`src/rtl/muldiv_sequencer_pkg.sv`:
```
// Shared encodings for the EX-stage multiply/divide sequencer: op codes,
// FSM states and the default datapath width.
package muldiv_sequencer_pkg;

  localparam int MD_WIDTH = 32;

  localparam logic [2:0] MD_NONE  = 3'b000;
  localparam logic [2:0] MD_MULT  = 3'b001;
  localparam logic [2:0] MD_MULTU = 3'b010;
  localparam logic [2:0] MD_DIV   = 3'b011;
  localparam logic [2:0] MD_DIVU  = 3'b100;
  localparam logic [2:0] MD_MTHI  = 3'b101;
  localparam logic [2:0] MD_MTLO  = 3'b110;

  typedef enum logic [1:0] {
    ST_IDLE = 2'd0,
    ST_CALC = 2'd1,
    ST_FIX  = 2'd2
  } md_state_t;

endpackage

```
`src/rtl/muldiv_step.sv`:
```
// One iteration of shift-add multiply or restoring divide on magnitudes.
// acc is {upper, multiplier} for multiply and {remainder, quotient} for divide.
module muldiv_step #(
  parameter int WIDTH = 32
) (
  input  logic               is_div,
  input  logic [2*WIDTH-1:0] acc,
  input  logic [WIDTH-1:0]   opnd,
  output logic [2*WIDTH-1:0] acc_next
);

  logic [WIDTH:0]   sum;
  logic [WIDTH:0]   sh;
  logic [WIDTH:0]   diff;
  logic [2*WIDTH:0] prod;
  logic             fits;

  assign sum  = {1'b0, acc[2*WIDTH-1:WIDTH]} + {1'b0, opnd};
  assign prod = acc[0] ? {sum, acc[WIDTH-1:0]} : {1'b0, acc};

  // Shifted remainder needs one extra bit before the trial subtract.
  assign sh   = acc[2*WIDTH-1:WIDTH-1];
  assign diff = sh - {1'b0, opnd};
  assign fits = (sh >= {1'b0, opnd});

  always_comb begin
    acc_next = prod[2*WIDTH:1];
    if (is_div) begin
      if (fits) acc_next = {diff[WIDTH-1:0], acc[WIDTH-2:0], 1'b1};
      else      acc_next = {sh[WIDTH-1:0],   acc[WIDTH-2:0], 1'b0};
    end
  end

endmodule

```
`src/rtl/muldiv_sequencer.sv`:
```
// Multi-cycle MULT/DIV sequencer owning HI/LO; stalls EX when a new op or an
// MFHI/MFLO read would collide with an operation still in flight.
module muldiv_sequencer
  import muldiv_sequencer_pkg::*;
#(
  parameter int WIDTH = MD_WIDTH,
  parameter int CNT_W = 5
) (
  input  logic             clk,
  input  logic             rst,
  input  logic [WIDTH-1:0] d1_in,
  input  logic [WIDTH-1:0] d2_in,
  input  logic [2:0]       op_in,
  input  logic             rd_req_in,
  output logic [WIDTH-1:0] hi_out,
  output logic [WIDTH-1:0] lo_out,
  output logic             busy_out,
  output logic             done_out,
  output logic             stall_out
);

  md_state_t          state;
  logic [CNT_W-1:0]   cnt;
  logic [2*WIDTH-1:0] acc;
  logic [2*WIDTH-1:0] acc_next;
  logic [WIDTH-1:0]   opnd;
  logic               is_div, neg_res, neg_rem, div_zero;

  logic               sgn_op, div_op, op_valid;
  logic [WIDTH-1:0]   mag1, mag2;
  logic [2*WIDTH-1:0] prod_fix;
  logic [WIDTH-1:0]   quot_fix, rem_fix;

  assign sgn_op   = (op_in == MD_MULT) || (op_in == MD_DIV);
  assign div_op   = (op_in == MD_DIV) || (op_in == MD_DIVU);
  assign mag1     = (sgn_op && d1_in[WIDTH-1]) ? -d1_in : d1_in;
  assign mag2     = (sgn_op && d2_in[WIDTH-1]) ? -d2_in : d2_in;
  assign op_valid = (op_in != MD_NONE) && (op_in != 3'b111);

  assign stall_out = busy_out && (op_valid || rd_req_in);

  muldiv_step #(.WIDTH(WIDTH)) u_step (
    .is_div   (is_div),
    .acc      (acc),
    .opnd     (opnd),
    .acc_next (acc_next)
  );

  assign prod_fix = neg_res ? -acc : acc;
  assign quot_fix = div_zero ? '1 : (neg_res ? -acc[WIDTH-1:0] : acc[WIDTH-1:0]);
  // Divide-by-zero leaves |dividend| in the remainder, so the sign fix restores d1.
  assign rem_fix  = neg_rem ? -acc[2*WIDTH-1:WIDTH] : acc[2*WIDTH-1:WIDTH];

  always_ff @(posedge clk) begin
    if (rst) begin
      state    <= ST_IDLE;
      cnt      <= '0;
      acc      <= '0;
      opnd     <= '0;
      is_div   <= 1'b0;
      neg_res  <= 1'b0;
      neg_rem  <= 1'b0;
      div_zero <= 1'b0;
      hi_out   <= '0;
      lo_out   <= '0;
      busy_out <= 1'b0;
      done_out <= 1'b0;
    end else begin
      done_out <= 1'b0;
      case (state)
        ST_IDLE: begin
          case (op_in)
            MD_MULT, MD_MULTU, MD_DIV, MD_DIVU: begin
              acc      <= div_op ? {{WIDTH{1'b0}}, mag1} : {{WIDTH{1'b0}}, mag2};
              opnd     <= div_op ? mag2 : mag1;
              is_div   <= div_op;
              neg_res  <= sgn_op && (d1_in[WIDTH-1] ^ d2_in[WIDTH-1]);
              neg_rem  <= sgn_op && d1_in[WIDTH-1];
              div_zero <= div_op && (d2_in == '0);
              cnt      <= '0;
              busy_out <= 1'b1;
              state    <= ST_CALC;
            end
            MD_MTHI: hi_out <= d1_in;
            MD_MTLO: lo_out <= d1_in;
            default: ;
          endcase
        end
        ST_CALC: begin
          acc <= acc_next;
          cnt <= cnt + 1'b1;
          if (cnt == CNT_W'(WIDTH-1)) begin
            cnt   <= '0;
            state <= ST_FIX;
          end
        end
        ST_FIX: begin
          if (is_div) begin
            hi_out <= rem_fix;
            lo_out <= quot_fix;
          end else begin
            hi_out <= prod_fix[2*WIDTH-1:WIDTH];
            lo_out <= prod_fix[WIDTH-1:0];
          end
          busy_out <= 1'b0;
          done_out <= 1'b1;
          state    <= ST_IDLE;
        end
        default: state <= ST_IDLE;
      endcase
    end
  end

endmodule

```
`config.mk`:
```
export PLATFORM = sky130hd
export DESIGN_NAME = muldiv_sequencer
export DESIGN_NICKNAME = d
export VERILOG_FILES = /design/src/rtl/muldiv_sequencer_pkg.sv /design/src/rtl/muldiv_step.sv /design/src/rtl/muldiv_sequencer.sv
export SDC_FILE = /design/constraint.sdc
export NUM_CORES = 1
export LEC_CHECK = 0
export ABC_AREA = 1
export BUFFER_PORTS_ARGS = -buffer_cell sky130_fd_sc_hd__buf_4
export CELL_PAD_IN_SITES_DETAIL_PLACEMENT = 1
export CELL_PAD_IN_SITES_GLOBAL_PLACEMENT = 2
export CORE_UTILIZATION = 34
export DETAILED_ROUTE_END_ITERATION = 8
export GPL_TIMING_DRIVEN = 0
export MAX_ROUTING_LAYER = met4
export PLACE_DENSITY_LB_ADDON = 0.1
export SLEW_MARGIN = 40
export SYNTH_ARGS = -nofsm -noshare
export SYNTH_HDL_FRONTEND = slang
export SYNTH_SLANG_ARGS = --single-unit
export TNS_END_PERCENT = 5
```
`constraint.sdc`:
```
create_clock -name clk -period 5.8 [get_ports clk]
set_input_delay 0.29 -clock clk [delete_from_list [all_inputs] [get_ports clk]]
set_output_delay 0.29 -clock clk [all_outputs]
set_load 0.1 [all_outputs]
```
# [Word level (Yosys, flattened, before mapping)]
# Index checks and enable logic that the tools add are counted.
[totals] register_bits=173 input_bits=70 wordCells=85
[classes] add_sub_neg=8 n_lt_le_gt_ge=1 n_eq_ne=14 mux=28 n_bitwise=1 n_reduce_logical=21
[op_table] op="2-to-1 mux 32 bit" n=11
[op_table] op="2-to-1 mux 64 bit" n=4
[op_table] op="negator 32 bit" n=4
[op_table] op="one-hot mux 32 bit (2 select lines)" n=2
[op_table] op="one-hot mux 64 bit (2 select lines)" n=1
[op_table] op="2-to-1 mux 65 bit" n=1
[op_table] op="negator 64 bit" n=1
[op_table] op="adder 32 x 32 -> 33 bit" n=1
[op_table] op="greater-or-equal comparator 33 x 32 -> 1 bit" n=1
[op_table] op="zero test 32 bit" n=1
[op_table] op="subtractor 32 bit" n=1
[op_table] op="AND reduction 2 bit" n=6
[op_table] op="2-to-1 mux 5 bit" n=2
[op_table] op="one-hot mux 5 bit (2 select lines)" n=1
[op_table] op="== test 3 bit (second input constant)" n=3
[op_table] op="== test 3 x 2 -> 1 bit (second input constant)" n=2
[op_table] op="logical AND 1 bit" n=6
[op_table] op="inequality test 2 x 1 -> 1 bit (second input constant)" n=3
[op_table] op="adder 5 x 1 -> 5 bit (second input constant)" n=1
[op_table] op="== test 5 bit (second input constant)" n=1
[op_table] op="2-to-1 mux 2 bit" n=2
[op_table] op="one-hot mux 2 bit (2 select lines)" n=1
[op_table] op="nonzero test 2 bit" n=2
[op_table] op="OR reduction 4 bit" n=1
[op_table] op="other kinds (11)" n=14

# [Longest topological paths before layout]
# Gate-level depths: netlist of run 1.
[depth] word_depth=7 mapped_depth=18 ltp_nobuf=18

# [Hierarchy]
# From an unflattened synthesis of run 1, not the netlist that was laid out.
[hier_totals] cells_unflattened=3344 hier_area_um2=18141.1
[modules_own_cells] module="muldiv_sequencer" instances=1 cells_each=1974 area_each_um2=11746.3
[modules_own_cells] module="muldiv_step" instances=1 cells_each=1370 area_each_um2=6394.9

# [Worst setup path before layout of run 1]
# OpenSTA, ideal clock, no wires.
[synth_timing] kind="register to output" startpoint="register busy_out" endpoint="output port stall_out" t_arrival_ns=3.227 t_required_ns=5.510 slack_ns=2.283 path_stages_with_launch=2 path_buffers=0 path_cell_list="dfxtp_1 a21boi_0"
[synth_between] elab_chain_len=1
[synth_lines] item="start, declared" line_no="muldiv_sequencer.sv:17" text="output logic busy_out,"
[synth_lines] item="start signal, assigned" line_no="muldiv_sequencer.sv:66" text="busy_out <= 1'b0;"
[synth_lines] item="start signal, assigned" line_no="muldiv_sequencer.sv:81" text="busy_out <= 1'b1;"
[synth_lines] item="start signal, assigned" line_no="muldiv_sequencer.sv:105" text="busy_out <= 1'b0;"
[synth_lines] item="logical AND 1 bit" line_no="muldiv_sequencer.sv:40" text="assign stall_out = busy_out && (op_valid || rd_req_in);"
[synth_lines] item="end, declared" line_no="muldiv_sequencer.sv:19" text="output logic stall_out"
# No other way between the ends.

# [Worst setup path after layout of run 1]
[layout_timing] startpoint="register acc[31]" endpoint="register acc[52]"
[layout_between] elab_chain_len=4 word_cells_on_any_way=5 classes_between="add/sub: 1; order compare: 1; mux: 3"
[layout_lines] item="start, declared" line_no="muldiv_sequencer.sv:24" text="logic [2*WIDTH-1:0] acc;"
[layout_lines] item="start signal, assigned" line_no="muldiv_sequencer.sv:74" text="acc <= div_op ? {{WIDTH{1'b0}}, mag1} : {{WIDTH{1'b0}}, mag2};"
[layout_lines] item="start signal, assigned" line_no="muldiv_sequencer.sv:90" text="acc <= acc_next;"
[layout_lines] item="subtractor 32 bit or greater-or-equal comparator 33 x 32 -> 1 bit (tied branches)" line_no="muldiv_step.sv:23, muldiv_step.sv:24"
[layout_lines] item="2-to-1 mux 64 bit (*)" line_no="muldiv_step.sv:29" text="if (fits) acc_next = {diff[WIDTH-1:0], acc[WIDTH-2:0], 1'b1};"
[layout_lines] item="2-to-1 mux 64 bit (*)" line_no="muldiv_step.sv:28" text="if (is_div) begin"
[layout_lines] item="one-hot mux 64 bit (2 select lines) (*)" line_no="muldiv_sequencer.sv:70" text="case (state)"
# Mark *: on every way between the ends. The rest lies on a longest branch, timed or not.
# A chain may end at the register's enable or synchronous reset.

==> results of run 1 <==
## per-stage QoR
stage	area [µm²]	util, %	hold slack, ns	std cells	power (mW)
global route	21100	39.2	0.0904	4261	5.61
detailed placement	20500	38.0	0.465	4228	3.96
floorplan	18600	-	0.444	3396	3.00
CTS	21100	39.2	0.0785	4260	5.29
global placement	20500	38.0	0.455	4227	3.91
finish	21100	39.2	0.0978	4261	5.38
## path summary, 6_finish.rpt
kind / startpoint / to / slack [ns] / depth (start not counted)
worst max-delay path: acc[31] / acc[52] / 2.40 / 16
worst min-delay path: d1_in[14] / lo_out[14] / 0.1 / 3
worst max register to register: acc[31] / acc[52] / 2.40 / 16
worst min register to register: cnt[3] / cnt[3] / 0.48 / 2
## registers in the layout (all words and copies together), names as in the netlist
| register | count |
|---|---|
| acc | 64 |
| busy_out | 1 |
| cnt | 5 |
| div_zero | 1 |
| done_out | 1 |
| hi_out | 32 |
| is_div | 1 |
| lo_out | 32 |
| neg_rem | 1 |
| neg_res | 1 |
| opnd | 32 |
| state | 2 |
## cell usage in the layout (no fill, tap or decap), types with 31 or more instances in the layout
master                     synthesis  routed
sky130_fd_sc_hd__a21oi_1         249     249
sky130_fd_sc_hd__o21ai_0         201     201
sky130_fd_sc_hd__nor2_1          287     287
sky130_fd_sc_hd__o211ai_1         31      31
sky130_fd_sc_hd__nand3_1         326     326
sky130_fd_sc_hd__nand2_1        1064    1064
sky130_fd_sc_hd__dfxtp_1         173     173
sky130_fd_sc_hd__a31oi_1          31      31
sky130_fd_sc_hd__buf_4             2     137
sky130_fd_sc_hd__ha_1             70      70
sky130_fd_sc_hd__inv_1           497     497
sky130_fd_sc_hd__nand4_1          45      45
sky130_fd_sc_hd__clkbuf_1         80      78
sky130_fd_sc_hd__nor3_1           40      40
sky130_fd_sc_hd__xor2_1           55      55
## Yosys cell counts, types with 13 or more instances
cell,instances
sky130_fd_sc_hd__inv_2,13
sky130_fd_sc_hd__inv_1,497
sky130_fd_sc_hd__a21oi_1,249
sky130_fd_sc_hd__buf_2,30
sky130_fd_sc_hd__ha_1,70
sky130_fd_sc_hd__o21ai_1,22
sky130_fd_sc_hd__a31oi_1,31
sky130_fd_sc_hd__nand3_1,326
sky130_fd_sc_hd__buf_1,16
sky130_fd_sc_hd__nand4_1,45
sky130_fd_sc_hd__nor2_1,287
sky130_fd_sc_hd__o211ai_1,31
sky130_fd_sc_hd__nand3b_1,13
sky130_fd_sc_hd__nor2_2,13
sky130_fd_sc_hd__o21ai_0,201
sky130_fd_sc_hd__dfxtp_1,173
sky130_fd_sc_hd__nor3_1,40
sky130_fd_sc_hd__xor2_1,55
sky130_fd_sc_hd__xnor2_1,13
sky130_fd_sc_hd__nand2_1,1064
sky130_fd_sc_hd__o31ai_1,18
sky130_fd_sc_hd__clkbuf_1,80
## layout make-up
type / instances / area, µm² / share of cell area (%)
Tap cell: 696 / 871 / 4.12
Inverter: 513 / 1930 / 9.14
Antenna cell: 1 / 2.50 / 0.0118
Sequential cell: 173 / 3460 / 16.4
Multi-Input combinational cell: 2578 / 12600 / 59.7
Clock inverter: 13 / 199 / 0.941
Buffer: 132 / 574 / 2.72
Clock buffer: 19 / 443 / 2.10
Timing Repair Buffer: 136 / 1020 / 4.85
## per-layer routing
metal / GRT usage, % / part of all wire (%) / vias to the layer above
met3: 6.41 / 8.4 / 176
li1: - / - / 11200
met1: 54.6 / 45 / 11900
met2: 57.4 / 42 / 1022
met5: - / 0 / -
met4: 14.7 / 4.1 / 0
## kinds of logic (layout without fill, tap and decap cells)
| family | Yosys count | after routing |
|---|---|---|
| AOI/OAI and AO/OA | 593 | 593 |
| xor gates and xnor gates | 68 | 68 |
| adders and majority gates | 72 | 72 |
| buffers and inverters | 645 | 813 |
| DFF | 173 | 173 |
| other | 0 | 1 |
| and+or+nand+nor | 1845 | 1845 |
## power breakdown
| group | total [mW] | switching [mW] | internal [mW] |
|---|---|---|---|
| clock | 1.35 | 0.602 | 0.743 |
| sequential | 1.44 | 0.164 | 1.27 |
| combinational | 2.59 | 1.90 | 0.694 |
## critical path, cell delays in order (launching register included)
cell                      delay [ns]
sky130_fd_sc_hd__dfxtp_1        0.62
sky130_fd_sc_hd__inv_1          0.34
sky130_fd_sc_hd__ha_1           0.29
sky130_fd_sc_hd__inv_1          0.15
sky130_fd_sc_hd__fa_1           0.39
sky130_fd_sc_hd__nand2_1        0.09
sky130_fd_sc_hd__nand2_1        0.16
sky130_fd_sc_hd__nand3_1        0.09
sky130_fd_sc_hd__nand3_1        0.23
sky130_fd_sc_hd__nand2_1        0.09
sky130_fd_sc_hd__nand2_1        0.12
sky130_fd_sc_hd__nor2_1         0.05
sky130_fd_sc_hd__nor2_1         0.30
sky130_fd_sc_hd__nand2_1        0.11
sky130_fd_sc_hd__nand3_1        0.09
sky130_fd_sc_hd__nand2_1        0.06
sky130_fd_sc_hd__a21oi_1        0.13
==> impl_metrics.json, run 1 <==
{
  "holdCritPathClass": "primary input to flop",
  "grt.total_usage_pct": 39.6,
  "final_layout_size_suffix_gt1_share_pct": 7.63,
  "cp.arrival_ns": 3.83,
  "fp.coreArea_um2": 53900,
  "critical_path_required_ns": 6.23,
  "skew_ns": 0.0127,
  "timing.fmax_mhz": 294,
  "post-route-drc-count": 0,
  "crit_type": "flop to flop",
  "ioPinCount": 137,
  "totalNegativeSetupSlack_ns": 0,
  "cts_tree": "yes",
  "cts.root.buffer_cell": "sky130_fd_sc_hd__clkbuf_16",
  "maxCapViolations": 0,
  "design.die.area_um2": 55600,
  "vias_per_cell": 5.71,
  "hold_buffers": 0,
  "grt_antenna_before_repair": 3,
  "grt-ovfl-total": 0,
  "fillCellCount": 7597,
  "syn_to_final_growth_pct": 13.7,
  "post_cts.resized_instances": 0,
  "ys_ff_latch": 173,
  "initial_utilization_pct": 34.5,
  "slew_viol_final": 0,
  "post_synth_and_or_nand_nor_area_fraction_pct": 42.2,
  "peakVddDrop_mv": 0.156,
  "grt_pass1_wl_mm": 156,
  "synth_top_cells_by_area": "sky130_fd_sc_hd__nand2_1, sky130_fd_sc_hd__dfxtp_1, sky130_fd_sc_hd__inv_1",
  "synth_compound_gate_area_share_pct": 17.5,
  "cts.reportedPaths.clkPinSlew_ns": 0.08,
  "synth.yosys.seq_area_share_pct": 18.6,
  "grt_max_degree": 17,
  "first_global_vias": 23500,
  "synth_top_flop_cell": "sky130_fd_sc_hd__dfxtp_1",
  "relSlewSlack_pct": 37.1,
  "place_ws_ns": 2.53,
  "dieWidth_um": 236,
  "syn-cell-area_um2": 18600,
  "netlist_instances": 3396,
  "drt-total-wl_mm": 108,
  "synth.yosys.warnings": 0,
  "power_density_nw_per_um2": 254,
  "timing.final.hold_violations": 0,
  "firstDrtPassIters": 7,
  "num_rows": 85,
  "synth_xor_area_share_pct": 3.20,
  "run_status": "completed",
  "final_min_period_over_clock_period_pct": 58.6,
  "leakage_power_nw": 10.5,
  "place_hpwl_mm": 91.8,
  "cp-end-kind": "flop",
  "yosys.cell_types.count": 58,
  "synth-edff-count": 0,
  "route.detailed.wl_per_inst_um": 25.4,
  "synth_nets": 3538,
  "crit_path_start_kind": "flop",
  "gpl_wtd_cong": 1.03,
  "cts_max_path_buffers": 2,
  "tightestPinTransition_ns": 0.943,
  "mean_area_per_synthesized_cell_um2": 5.47,
  "setup_viol": 0,
  "route.vias.total": 24300,
  "synth.top_cell.area_share_pct": 21.5,
  "ctsHtreeMaxLevel": 4,
  "die-height_um": 236,
  "setup_repair_after_global_routing_missed_its_margin": "no",
  "finalNetCount": 3693,
  "dr_iter_0_viols": 2254,
  "synth_async_sr_flop_share_pct": 0,
  "timing.critical_path.fanout_max": 7,
  "synth_top_family_by_area": "simple AND/OR/NAND/NOR gates",
  "post-synth-top-area-cell": "sky130_fd_sc_hd__nand2_1",
  "worstSkewPairLatency_ns": 0.50,
  "synth_fa_ha_area_share_pct": 4.93,
  "cts_buffers": 17,
  "route.antenna.remaining_nets": 0,
  "post-cts-setup-buffers": 0,
  "clock-sinks": 173,
  "timing.final.crit_period_ns": 3.40,
  "buffers_on_ports": 135,
  "synth_mux_area_share_pct": 0,
  "worst_slack_ns": 2.40
}
(Power assumes the default switching activity.)
==> run 2, diff against run 1 <==
CORE_UTILIZATION = 29   (was 34)
clock period = 2.8 ns   (was 5.8 ns; I/O delays follow)
==> impl_metrics.json, run 2 (same netlist as run 1, synthesis figures left out) <==
{
  "finalPower_mw": 11.2,
  "ff2ff_setup_slack_ns": 0.06,
  "dieWidth_um": 255,
  "timing.final.hold_violations": 0,
  "most-common-layout-cells": "sky130_fd_sc_hd__nand2_1, sky130_fd_sc_hd__inv_1, sky130_fd_sc_hd__nand3_1",
  "power_density_nw_per_um2": 512,
  "slew_viol_final": 0,
  "non_filler_cell_area_final_um2": 21800,
  "place_hpwl_mm": 96.1,
  "cts_buffers": 17,
  "syn_to_final_growth_pct": 17.5,
  "timing.critical_path.fanout_max": 10,
  "run_status": "completed",
  "drt-total-wl_mm": 113,
  "design.die.area_um2": 65100,
  "crit_type": "flop to flop",
  "power_frac_comb_pct": 49.4,
  "sequential_cell_area_um2": 3540,
  "cp-end-kind": "flop",
  "post-route-drc-count": 0,
  "cts.root.buffer_cell": "sky130_fd_sc_hd__clkbuf_16",
  "timing.rr.start": "acc[60]",
  "initial_utilization_pct": 29.4,
  "critical_path_required_ns": 3.16,
  "num_rows": 92,
  "route.detailed.wl_per_inst_um": 25.4,
  "holdCritPathClass": "primary input to flop",
  "cp.arrival_ns": 3.11,
  "groute.layer.met2.usage_pct": 51.8,
  "crit_path_start_kind": "flop",
  "groute.layer.met1.usage_pct": 50.0,
  "route.antenna.remaining_nets": 0,
  "ctsHtreeMaxLevel": 4,
  "multiInputGateArea_um2": 12900,
  "dr_iter_0_viols": 2055,
  "grt_max_degree": 17,
  "grt_most_used_layer": "met2",
  "first_global_vias": 23200,
  "cts_tree": "yes",
  "fp.coreArea_um2": 63200,
  "reg2regPathDepth": 12,
  "gr-usage-met3_pct": 5.30,
  "route.vias.total": 23900,
  "firstDrtPassIters": 6,
  "fillCellCount": 8600,
  "relSlewSlack_pct": 39.0,
  "cts.reportedPaths.clkPinSlew_ns": 0.08,
  "dpl-instance-area_um2": 20700,
  "max_flop_register": "acc",
  "timing.final.crit_period_ns": 2.74,
  "final.hold.worst_slack_ns": 0.0341,
  "tightestPinTransition_ns": 0.915,
  "leakage_power_nw": 10.7,
  "skew_ns": 0.0237,
  "largest_reg_flops": 64,
  "cts_max_path_buffers": 2,
  "p_int_mw": 5.59,
  "buffers_on_ports": 135,
  "p_sw_share_pct": 50.0,
  "final_layout_size_suffix_gt1_share_pct": 10.7,
  "gpl_wtd_cong": 0.997,
  "die-height_um": 255,
  "clkPwrFrac_pct": 23.8,
  "critical_path_origin": "acc[60]",
  "setup_repair_after_global_routing_missed_its_margin": "yes",
  "ioPinCount": 137,
  "grt.total_usage_pct": 35.5,
  "grt-ovfl-total": 0,
  "finalNetCount": 3712,
  "power.switching_mw": 5.59,
  "maxCapViolations": 0,
  "crit-reg2reg-capture": "acc[39]",
  "timing.fmax_mhz": 365,
  "finalCoreUtilization_pct": 34.6,
  "worstSkewPairLatency_ns": 0.50,
  "grt_pass1_wl_mm": 161,
  "final_min_period_over_clock_period_pct": 97.9,
  "totalNegativeSetupSlack_ns": 0,
  "seq_power_share_pct": 26.8,
  "grt_antenna_before_repair": 4,
  "clock-sinks": 173,
  "setup_viol": 0,
  "timing.critical_path.to": "acc[39]",
  "peakVddDrop_mv": 0.467,
  "final_common_cell": "sky130_fd_sc_hd__nand2_1",
  "vias_per_cell": 5.39
}
[run 2: cell types whose count changed in the layout (fill, tap and decap cells not counted), sizes merged, moves of 3 or more]
cell / change
buf: +6
clkinv: +6
clkinvlp: +3
dlygate4sd3: +11
inv: -7
[run 2: layout make-up]
type,instances,share of cell area (%)
timing repair buffer,155,5.45
tap,846,4.84
clock buffer,18,1.96
sequential,173,16.2
inverter,513,8.93
multi-input combinational,2578,59.0
antenna,1,0.0115
clock inverter,14,0.836
buffer,132,2.71
[run 2: per-stage QoR]
stage,setup WS [ns],instances
after CTS,-0.0667,4421
after detailed placement,-0.390,4377
after global routing,-0.0314,4430
after global placement,-0.352,4377
final,0.0597,4430
after floorplan,0.149,3396
[run 2: how the worst min path moves through the flow]
stage | from | slack (ns) | to | depth (start not counted)
global placement | cnt[4] | 0.46 | cnt[4] | 2
floorplan | d1_in[0] | 0.30 | opnd[0] | 2
finish | d1_in[30] | 0.03 | lo_out[30] | 3
global route | d1_in[12] | 0.03 | lo_out[12] | 3
detailed placement | d1_in[18] | 0.46 | lo_out[18] | 3
CTS | d2_in[30] | 0.001 | div_zero | 4
[run 2: critical path, stage by stage, from the launching register on]
cell	delay, ns
sky130_fd_sc_hd__dfxtp_1	0.68
sky130_fd_sc_hd__ha_1	0.38
sky130_fd_sc_hd__nand2_1	0.19
sky130_fd_sc_hd__nor2_1	0.11
sky130_fd_sc_hd__a21oi_1	0.17
sky130_fd_sc_hd__nand2_1	0.10
sky130_fd_sc_hd__nor2_4	0.24
sky130_fd_sc_hd__nand2_8	0.11
sky130_fd_sc_hd__buf_8	0.17
sky130_fd_sc_hd__nand2_1	0.17
sky130_fd_sc_hd__nand3_1	0.11
sky130_fd_sc_hd__nand2_1	0.10
sky130_fd_sc_hd__a21oi_1	0.07
[run 2: power by group through the flow]
stage | Sequential (mW) | Combinational, mW | Clock (mW)
floorplan | 3.04 | 3.17 | 0
global placement | 3.02 | 5.18 | 0
detailed placement | 3.02 | 5.24 | 0
CTS | 2.97 | 5.29 | 2.67
global route | 3.00 | 5.98 | 2.75
finish | 2.99 | 5.53 | 2.66
[run 2: per-layer routing]
metal	vias up	wire length, µm	part of all wire [%]
met5	-	0	0
met4	0	3270	2.9
met3	105	7010	6.2
met2	685	48200	43
met1	11800	54200	48
li1	11300	-	-
[run 2: what timing repair did]
action                                 4_1_cts  5_1_grt
setup endpoints to repair                   53       51
buffers inserted                             1        8
endpoints found under the hold margin       10        0
gates resized for setup                     41       92
pin swaps                                    0        2
hold buffers                                11        0
